<file path="config.mk">
export PLATFORM = sky130hd
export DESIGN_NAME = skill_delta_tracker
export DESIGN_NICKNAME = d
export VERILOG_FILES = /design/src/rtl/skill_delta_tracker.sv
export SDC_FILE = /design/constraint.sdc
export NUM_CORES = 1
export LEC_CHECK = 0
export BUFFER_PORTS_ARGS = -buffer_cell sky130_fd_sc_hd__buf_2
export CORE_MARGIN = 1.5
export CORE_UTILIZATION = 52
export DETAILED_ROUTE_END_ITERATION = 8
export GPL_TIMING_DRIVEN = 0
export PLACE_DENSITY_LB_ADDON = 0.25
export SKIP_LAST_GASP = 1
export SLEW_MARGIN = 20
export SYNTH_ARGS = -nofsm -noshare
export SYNTH_HDL_FRONTEND = slang
export SYNTH_SLANG_ARGS = --single-unit
export TNS_END_PERCENT = 5
</file>
<file path="constraint.sdc">
create_clock -name clk -period 5.55 [get_ports clk]
set_input_delay 0.2775 -clock clk [delete_from_list [all_inputs] [get_ports clk]]
set_output_delay 0.2775 -clock clk [all_outputs]
set_load 0.02 [all_outputs]
</file>
<file path="src/rtl/skill_delta_tracker.sv">
// Two-stage decoder for the per-year experience word: skill population, gained/lost deltas and a saturating gained total.
// Optional coffee-run alarm is built only when SKILL_TRACKER_COFFEE_ALARM_EN is defined.
module skill_delta_tracker #(
  parameter int unsigned COFFEE_RUN = 3,
  parameter int unsigned TOTAL_W    = 8
) (
  input  logic               clk,
  input  logic               rst,
  input  logic               in_valid,
  output logic               in_ready,
  input  logic [31:0]        in_word,
  output logic               out_valid,
  input  logic               out_ready,
  output logic [4:0]         skill_count,
  output logic [4:0]         gained,
  output logic [4:0]         lost,
  output logic [TOTAL_W-1:0] total_gained,
  output logic [2:0]         coffee,
  output logic               coffee_alarm
);

  logic               en;
  logic               s1_valid;
  logic [31:0]        s1_word;
  logic [22:0]        prev;
  logic [4:0]         sc_c;
  logic [4:0]         gained_c;
  logic [4:0]         lost_c;
  logic [TOTAL_W:0]   sum;
  logic [TOTAL_W-1:0] total_next;
  logic               unused_bits;

  function automatic logic [4:0] popcount23(input logic [22:0] v);
    logic [4:0] c;
    c = 5'd0;
    for (int i = 0; i < 23; i++) c = c + 5'(v[i]);
    return c;
  endfunction

  assign en          = !out_valid || out_ready;
  assign in_ready    = en;
  assign unused_bits = ^s1_word[5:0];

  always_ff @(posedge clk) begin
    if (rst) begin
      s1_valid <= 1'b0;
      s1_word  <= '0;
    end else if (en) begin
      s1_valid <= in_valid;
      s1_word  <= in_word;
    end
  end

  // Deltas are taken against the last word that actually reached stage 2.
  always_comb begin
    sc_c       = popcount23(s1_word[31:9]);
    gained_c   = popcount23(s1_word[31:9] & ~prev);
    lost_c     = popcount23(~s1_word[31:9] & prev);
    sum        = {1'b0, total_gained} + (TOTAL_W + 1)'(gained_c);
    total_next = sum[TOTAL_W] ? {TOTAL_W{1'b1}} : sum[TOTAL_W-1:0];
  end

  always_ff @(posedge clk) begin
    if (rst) begin
      out_valid   <= 1'b0;
      skill_count <= '0;
      gained      <= '0;
      lost        <= '0;
      coffee      <= '0;
    end else if (en) begin
      out_valid   <= s1_valid;
      skill_count <= sc_c;
      gained      <= gained_c;
      lost        <= lost_c;
      coffee      <= s1_word[8:6];
    end
  end

  // History only moves on real words so bubbles never disturb the deltas.
  always_ff @(posedge clk) begin
    if (rst) begin
      prev         <= '0;
      total_gained <= '0;
    end else if (s1_valid && en) begin
      prev         <= s1_word[31:9];
      total_gained <= total_next;
    end
  end

`ifdef SKILL_TRACKER_COFFEE_ALARM_EN
  logic [3:0] run_cnt;
  logic [3:0] run_next;

  always_comb begin
    run_next = 4'd0;
    if (s1_word[8:6] == 3'd7) run_next = (run_cnt == 4'd15) ? 4'd15 : run_cnt + 4'd1;
  end

  always_ff @(posedge clk) begin
    if (rst) begin
      run_cnt      <= 4'd0;
      coffee_alarm <= 1'b0;
    end else if (s1_valid && en) begin
      run_cnt      <= run_next;
      coffee_alarm <= (32'(run_next) >= COFFEE_RUN);
    end
  end
`else
  logic unused_cfg;
  assign unused_cfg   = (COFFEE_RUN == 0);
  assign coffee_alarm = 1'b0;
`endif

endmodule

</file>
==> flow_metrics.py, run 1 <==
metrics = {
    "logic_synthesis": {
        "netlist.area_leader.share_pct": 32.7,
        "async_flop_share_pct": 0,
        "avgSynthCellArea_um2": 8.75,
        "netlist_area_um2": 4710,
        "synth_common_cells": "nand2_1 (122), dfxtp_1 (77), a21oi_1 (63)",
        "ys_seq_area_share_pct": 32.7,
        "yosys.area.top_type": "dfxtp_1",
        "ys_warn_count": 0,
        "synth_cells": 538,
        "synth_nets": 646,
        "synthTopCellsByArea": "dfxtp_1 (33%), fa_1 (21%), nand2_1 (9.7%), a21oi_1 (6.7%), ha_1 (6.1%)",
        "yosysMostFrequentCell": "nand2_1",
        "ys_ff_latch": 77,
        "yosysUniqueCellTypes": 39,
        "ys.flop_type": "dfxtp_1",
        "synth_edf_count": 0,
    },
    "power_and_ir_drop": {
        "total_power_mw": 2.36,
        "powerDensity_nw_per_um2": 421,
        "leakage_nw": 2.63,
        "ir_drop_v": 0.000206,
    },
    "worst_setup_path": {
        "worstPathRequired_ps": 5800,
        "critPathBufInv": 3,
        "cp_max_fo": 5,
        "crit_slowest_cell": "fa_1",
        "critPathMostFrequentCell": "fa_1",
        "worstPathCellList": "nor2b_4, fa_1, inv_2, fa_1, fa_1, fa_1, inv_2, fa_1, fa_2, inv_2, fa_2, nor2b_1, o21ai_1, nand2_1, ha_4, o21a_1, o31a_1, o21ai_4, a311oi_1",
        "worstSetupPathType": "flop to flop",
        "slowest_delay_ps": 530,
        "cp-end-kind": "flop",
        "worstPathArrival_ps": 5730,
        "start_kind": "flop",
        "cpLargestDelayFamily": "adder cells",
    },
    "clocking": {
        "clockBufferDepth": 2,
        "cts_root_buffer": "clkbuf_8",
        "clk_latency_ps": 350,
        "htree_levels": 3,
        "numCtsBuffers": 9,
        "cts_tree": "done",
        "path_clk_slew_ps": 80,
        "cts_num_sinks": 77,
        "cts_hold_buf": 0,
    },
    "global_route": {
        "grt_pass1_wl_um": 17400,
        "grt_overflow": 0,
        "grt_pass1_vias": 3656,
        "antenna_found_initial": 0,
        "grtUsageTotal_pct": 23.0,
        "grt_max_degree": 14,
    },
    "run_status": {
        "status": "completed",
    },
    "drt": {
        "antenna_left": 0,
        "wl_per_cell_um": 15.1,
        "firstDrtPassIters": 4,
        "initialDrtViolationCount": 179,
        "finalWirelength_um": 11000,
        "drc": 0,
        "vias": 3833,
        "vias_per_cell": 5.25,
    },
    "timing": {
        "fmax_mhz": 183,
        "drv_slew": 0,
        "skew_ps": 13.1,
        "rsz0062_at_grt": "true",
        "setup_viol": 0,
        "worst_slew_pin_slew_ps": 654,
        "fin_ws_ps": 76.9,
        "period_minus_slack_ps": 5470,
        "slew-limit-headroom_pct": 56.4,
        "fin_crit_sh_pct": 98.6,
        "tns_ps": 0,
        "final_hold_viol_count": 0,
    },
    "die": {
        "initial_core_util_pct": 53.7,
        "pin_count": 65,
        "fp-row-count": 34,
        "core-area_um2": 8760,
        "die_h_um": 98.2,
        "die_area_um2": 9640,
        "fp.dieW_um": 98.2,
    },
    "finish": {
        "multi_input_area_um2": 3000,
        "num_antenna_cells": 0,
        "final_layout_size_suffix_gt1_share_pct": 21.2,
        "instances_no_fill": 730,
        "regArea_um2": 1560,
        "fillers": 731,
        "nets": 725,
        "utilization_pct": 64.0,
        "area_growth_pct": 19.1,
    },
    "placed_design": {
        "dp.cells": 702,
        "port_buffers": 56,
        "gp_congestion": 0.894,
        "place_hpwl_um": 8450,
        "dp_slack_ps": -376,
    },
    "flow_run": {
        "max-cap-violations": 0,
    },
    "hold_path": {
        "min_path_type": "input pin to flop",
    },
}
worst reg2reg max path, delay by kind of cell (launching register included):
kind | cells | cell delay [ps]
buffers and inverters | 3 | 160
and+or+nand+nor | 3 | 340
AOI/OAI and AO/OA | 5 | 1050
adders and majority gates | 8 | 3470
DFF | 1 | 370
placed cells by master (no fill, tap or decap), types with 7 or more instances in the layout:
cell type	instances
nand2b_1	17
clkbuf_1	15
nor2b_1	24
nor2_1	20
buf_2	61
clkbuf_8	11
ha_1	21
fa_1	45
dfxtp_1	70
inv_1	51
buf_4	16
a21oi_1	62
a21o_1	9
nand2_1	122
a211oi_1	7
timing repair:
item	in CTS	in global routing
gates resized for setup	16	31
pin swaps	9	24
endpoints found under the setup margin	8	8
buffers inserted	2	10
area by class of cell:
| class | instances | share of cell area (%) |
|---|---|---|
| Buffer | 26 | 2.12 |
| Clock buffer | 11 | 2.70 |
| Clock inverter | 5 | 1.05 |
| Inverter | 56 | 3.79 |
| Multi-Input combinational cell | 379 | 53.5 |
| Sequential cell | 77 | 27.8 |
| Tap cell | 108 | 2.41 |
| Timing Repair Buffer | 68 | 6.60 |
state kept, by name, indices dropped and copies added (netlist names):
register	count
s1_valid	1
out_valid	1
coffee	3
total_gained	8
gained	5
prev	23
s1_word	26
lost	5
skill_count	5
routing by layer:
layer | vias up | global-route usage (%) | part of all wire, %
met5 | - | 0 | 0
met4 | 0 | 8.99 | 2.1
met3 | 25 | 3.87 | 5.6
met2 | 114 | 35.3 | 47
met1 | 1829 | 32.8 | 46
li1 | 1865 | - | -
worst paths after layout:
path                             startpoint  cells after the start         endpoint  slack [ps]
worst max register to register  s1_word[20]                     19  total_gained[1]          80
worst min-delay path            in_word[22]                      3      s1_word[22]         160
worst max-delay path            s1_word[20]                     19  total_gained[1]          80
worst min register to register      lost[0]                      2          lost[0]         450
power by group:
| part | leakage, nW | internal (mW) | switching, mW | total [mW] |
|---|---|---|---|---|
| registers | 0.636 | 0.607 | 0.0420 | 0.649 |
| clock network | 0.102 | 0.232 | 0.213 | 0.445 |
| logic | 1.90 | 0.599 | 0.667 | 1.27 |
| total | 2.63 | 1.44 | 0.921 | 2.36 |
kinds of logic (layout without fill, tap and decap cells):
kind of cell | count (synthesis) | in the layout | synth area share, %
and+or+nand+nor | 199 | 199 | 18.9
buffers and inverters | 82 | 166 | 7.04
other | 1 | 1 | 0.0796
muxes | 1 | 1 | 0.213
xor gates and xnor gates | 8 | 8 | 1.49
adders and majority gates | 72 | 72 | 26.9
DFF | 77 | 77 | 32.7
AOI/OAI and AO/OA | 98 | 98 | 12.6
per-stage QoR:
step	cell area [um2]	hold slack (ps)
global placement	5120	436
CTS	5420	152
detailed placement	5120	444
finish	5610	157
global route	5610	159
floorplan	4710	418
(Power assumes the default switching activity.)
==> run 2: changes to the inputs <==
--- a/config.mk
+++ b/config.mk
@@ -6,7 +6,8 @@
 export NUM_CORES = 1
 export LEC_CHECK = 0
 export BUFFER_PORTS_ARGS = -buffer_cell sky130_fd_sc_hd__buf_2
-export CORE_MARGIN = 1.5
+export CORE_ASPECT_RATIO = 1.1
+export CORE_MARGIN = 2
 export CORE_UTILIZATION = 52
 export DETAILED_ROUTE_END_ITERATION = 8
 export GPL_TIMING_DRIVEN = 0
==> flow_metrics.py, run 2 (synthesized netlist as in run 1, its figures left out) <==
metrics = {
    "finish": {
        "nets": 724,
        "multi_input_area_um2": 2970,
        "largest_reg_flops": 26,
        "num_antenna_cells": 0,
        "layout_common_cells": "nand2_1 (121), dfxtp_1 (70), a21oi_1 (62)",
        "largest_register": "s1_word",
        "reg_top3": "s1_word x26, prev x23, total_gained x8",
        "area_growth_pct": 17.9,
        "layout_commonest_cell": "nand2_1",
        "fin_area_um2": 5550,
        "fillers": 793,
        "final_layout_size_suffix_gt1_share_pct": 20.5,
        "regArea_um2": 1560,
    },
    "power_and_ir_drop": {
        "total_power_mw": 2.33,
        "ir_drop_v": 0.000210,
        "powerDensity_nw_per_um2": 420,
        "leakage_nw": 2.60,
    },
    "worst_setup_path": {
        "worstPathArrival_ps": 5700,
        "worstSetupPathType": "flop to flop",
        "critPathMostFrequentCell": "fa_1",
        "reg2reg_slack_ps": 120,
        "worstPathCellList": "nor2b_4, fa_1, inv_1, fa_1, fa_1, fa_1, inv_2, fa_1, fa_2, inv_2, fa_2, xnor2_4, ha_4, nor2b_2, o31a_1, or2_2, a221oi_2",
        "rr_startpoint": "s1_word[22]",
        "reg2regPathDepth": 17,
        "reg2reg_to": "total_gained[6]",
        "cp_max_fo": 5,
        "start_kind": "flop",
        "slowest_delay_ps": 530,
        "cp-end-kind": "flop",
        "worstPathRequired_ps": 5820,
        "crit_slowest_cell": "fa_1",
    },
    "global_route": {
        "grtUsageTotal_pct": 23.6,
        "grt_overflow": 0,
        "grt_max_degree": 17,
        "grt_pass1_vias": 3778,
        "grt_pass1_wl_um": 17800,
        "antenna_found_initial": 0,
    },
    "timing": {
        "fin_crit_sh_pct": 97.8,
        "fin_hold_ws_ps": 141,
        "rsz0062_at_grt": "true",
        "final_hold_viol_count": 0,
        "fmax_mhz": 184,
        "drv_slew": 0,
        "slew-limit-headroom_pct": 59.4,
        "fin_ws_ps": 122,
        "skew_ps": 9.60,
        "setup_viol": 0,
        "worst_slew_pin_slew_ps": 609,
        "tns_ps": 0,
        "period_minus_slack_ps": 5430,
    },
    "drt": {
        "firstDrtPassIters": 4,
        "wl_per_cell_um": 14.8,
        "drc": 0,
        "finalWirelength_um": 10900,
        "antenna_left": 0,
        "initialDrtViolationCount": 123,
        "vias_per_cell": 5.14,
        "vias": 3777,
    },
    "placed_design": {
        "placed_area_um2": 5130,
        "dp_slack_ps": -510,
        "place_hpwl_um": 8490,
        "port_buffers": 56,
        "gp_congestion": 0.885,
    },
    "die": {
        "initial_core_util_pct": 53.3,
        "die_h_um": 104,
        "die_area_um2": 9830,
        "fp.dieW_um": 94.7,
        "core-area_um2": 8830,
        "fp-row-count": 36,
        "pin_count": 65,
    },
    "clocking": {
        "path_clk_slew_ps": 90,
        "cts_tree": "done",
        "htree_levels": 3,
        "clockBufferDepth": 2,
        "cts_num_sinks": 77,
        "numCtsBuffers": 9,
        "cts_root_buffer": "clkbuf_8",
        "clk_latency_ps": 360,
    },
    "hold_path": {
        "holdPathStages": 3,
        "min_path_type": "input pin to flop",
        "hp-start": "in_word[20]",
        "min_to": "s1_word[20]",
    },
    "run_status": {
        "status": "completed",
    },
    "flow_run": {
        "max-cap-violations": 0,
    },
}
==> run 2: where the power goes <==
part | internal, mW | switching (mW) | total, mW
combinational | 0.595 | 0.667 | 1.26
sequential | 0.608 | 0.0409 | 0.648
clock | 0.173 | 0.249 | 0.422
==> run 2: worst max-delay path, delay by kind of cell (launching register included) <==
kind,cells,cell delay (ps)
adder cells (fa/ha/maj),8,3440
AO/OA/AOI/OAI,2,560
buffers and inverters,3,130
flip-flops,1,360
AND/OR/NAND/NOR,3,600
XOR/XNOR,1,250
==> run 2: worst max path at each step <==
stage / from / to / slack, ps / cells after the start
floorplan: s1_word[9] / total_gained[5] / 120 / 19
global placement: s1_word[9] / total_gained[2] / -430 / 17
detailed placement: s1_word[9] / total_gained[4] / -510 / 17
CTS: s1_word[9] / total_gained[5] / -0.7 / 19
global route: s1_word[22] / total_gained[5] / -110 / 19
finish: s1_word[22] / total_gained[6] / 120 / 17
==> run 2: metrics by stage <==
stage / std cells / utilization, %
final: 735 / 62.9
after global routing: 735 / 62.9
after CTS: 728 / 61.8
after detailed placement: 708 / 58.1
after global placement: 708 / 58.1
after floorplan: 538 / -
==> run 2: repair_timing <==
action	4_1_cts	5_1_grt
resized for setup	20	18
hold buffers	0	0
buffers inserted	4	7
endpoints found under the setup margin	8	8
pin swaps	11	24
==> run 2: area by class of cell <==
type | instances | area share [%]
multi-input cells | 379 | 53.4
well taps | 114 | 2.57
plain buffers | 26 | 2.14
clock buffers | 9 | 2.23
clock inverters | 7 | 1.24
inverters | 56 | 3.83
repair buffers | 67 | 6.53
flip-flops and latches | 77 | 28.0
==> run 2: routing by layer <==
metal | up-vias | routed length [um] | GRT usage [%]
met4 | 0 | 233 | 7.14
met1 | 1814 | 4900 | 31.0
met2 | 76 | 5430 | 39.6
met5 | - | 0 | 0
met3 | 16 | 347 | 4.00
li1 | 1871 | - | -
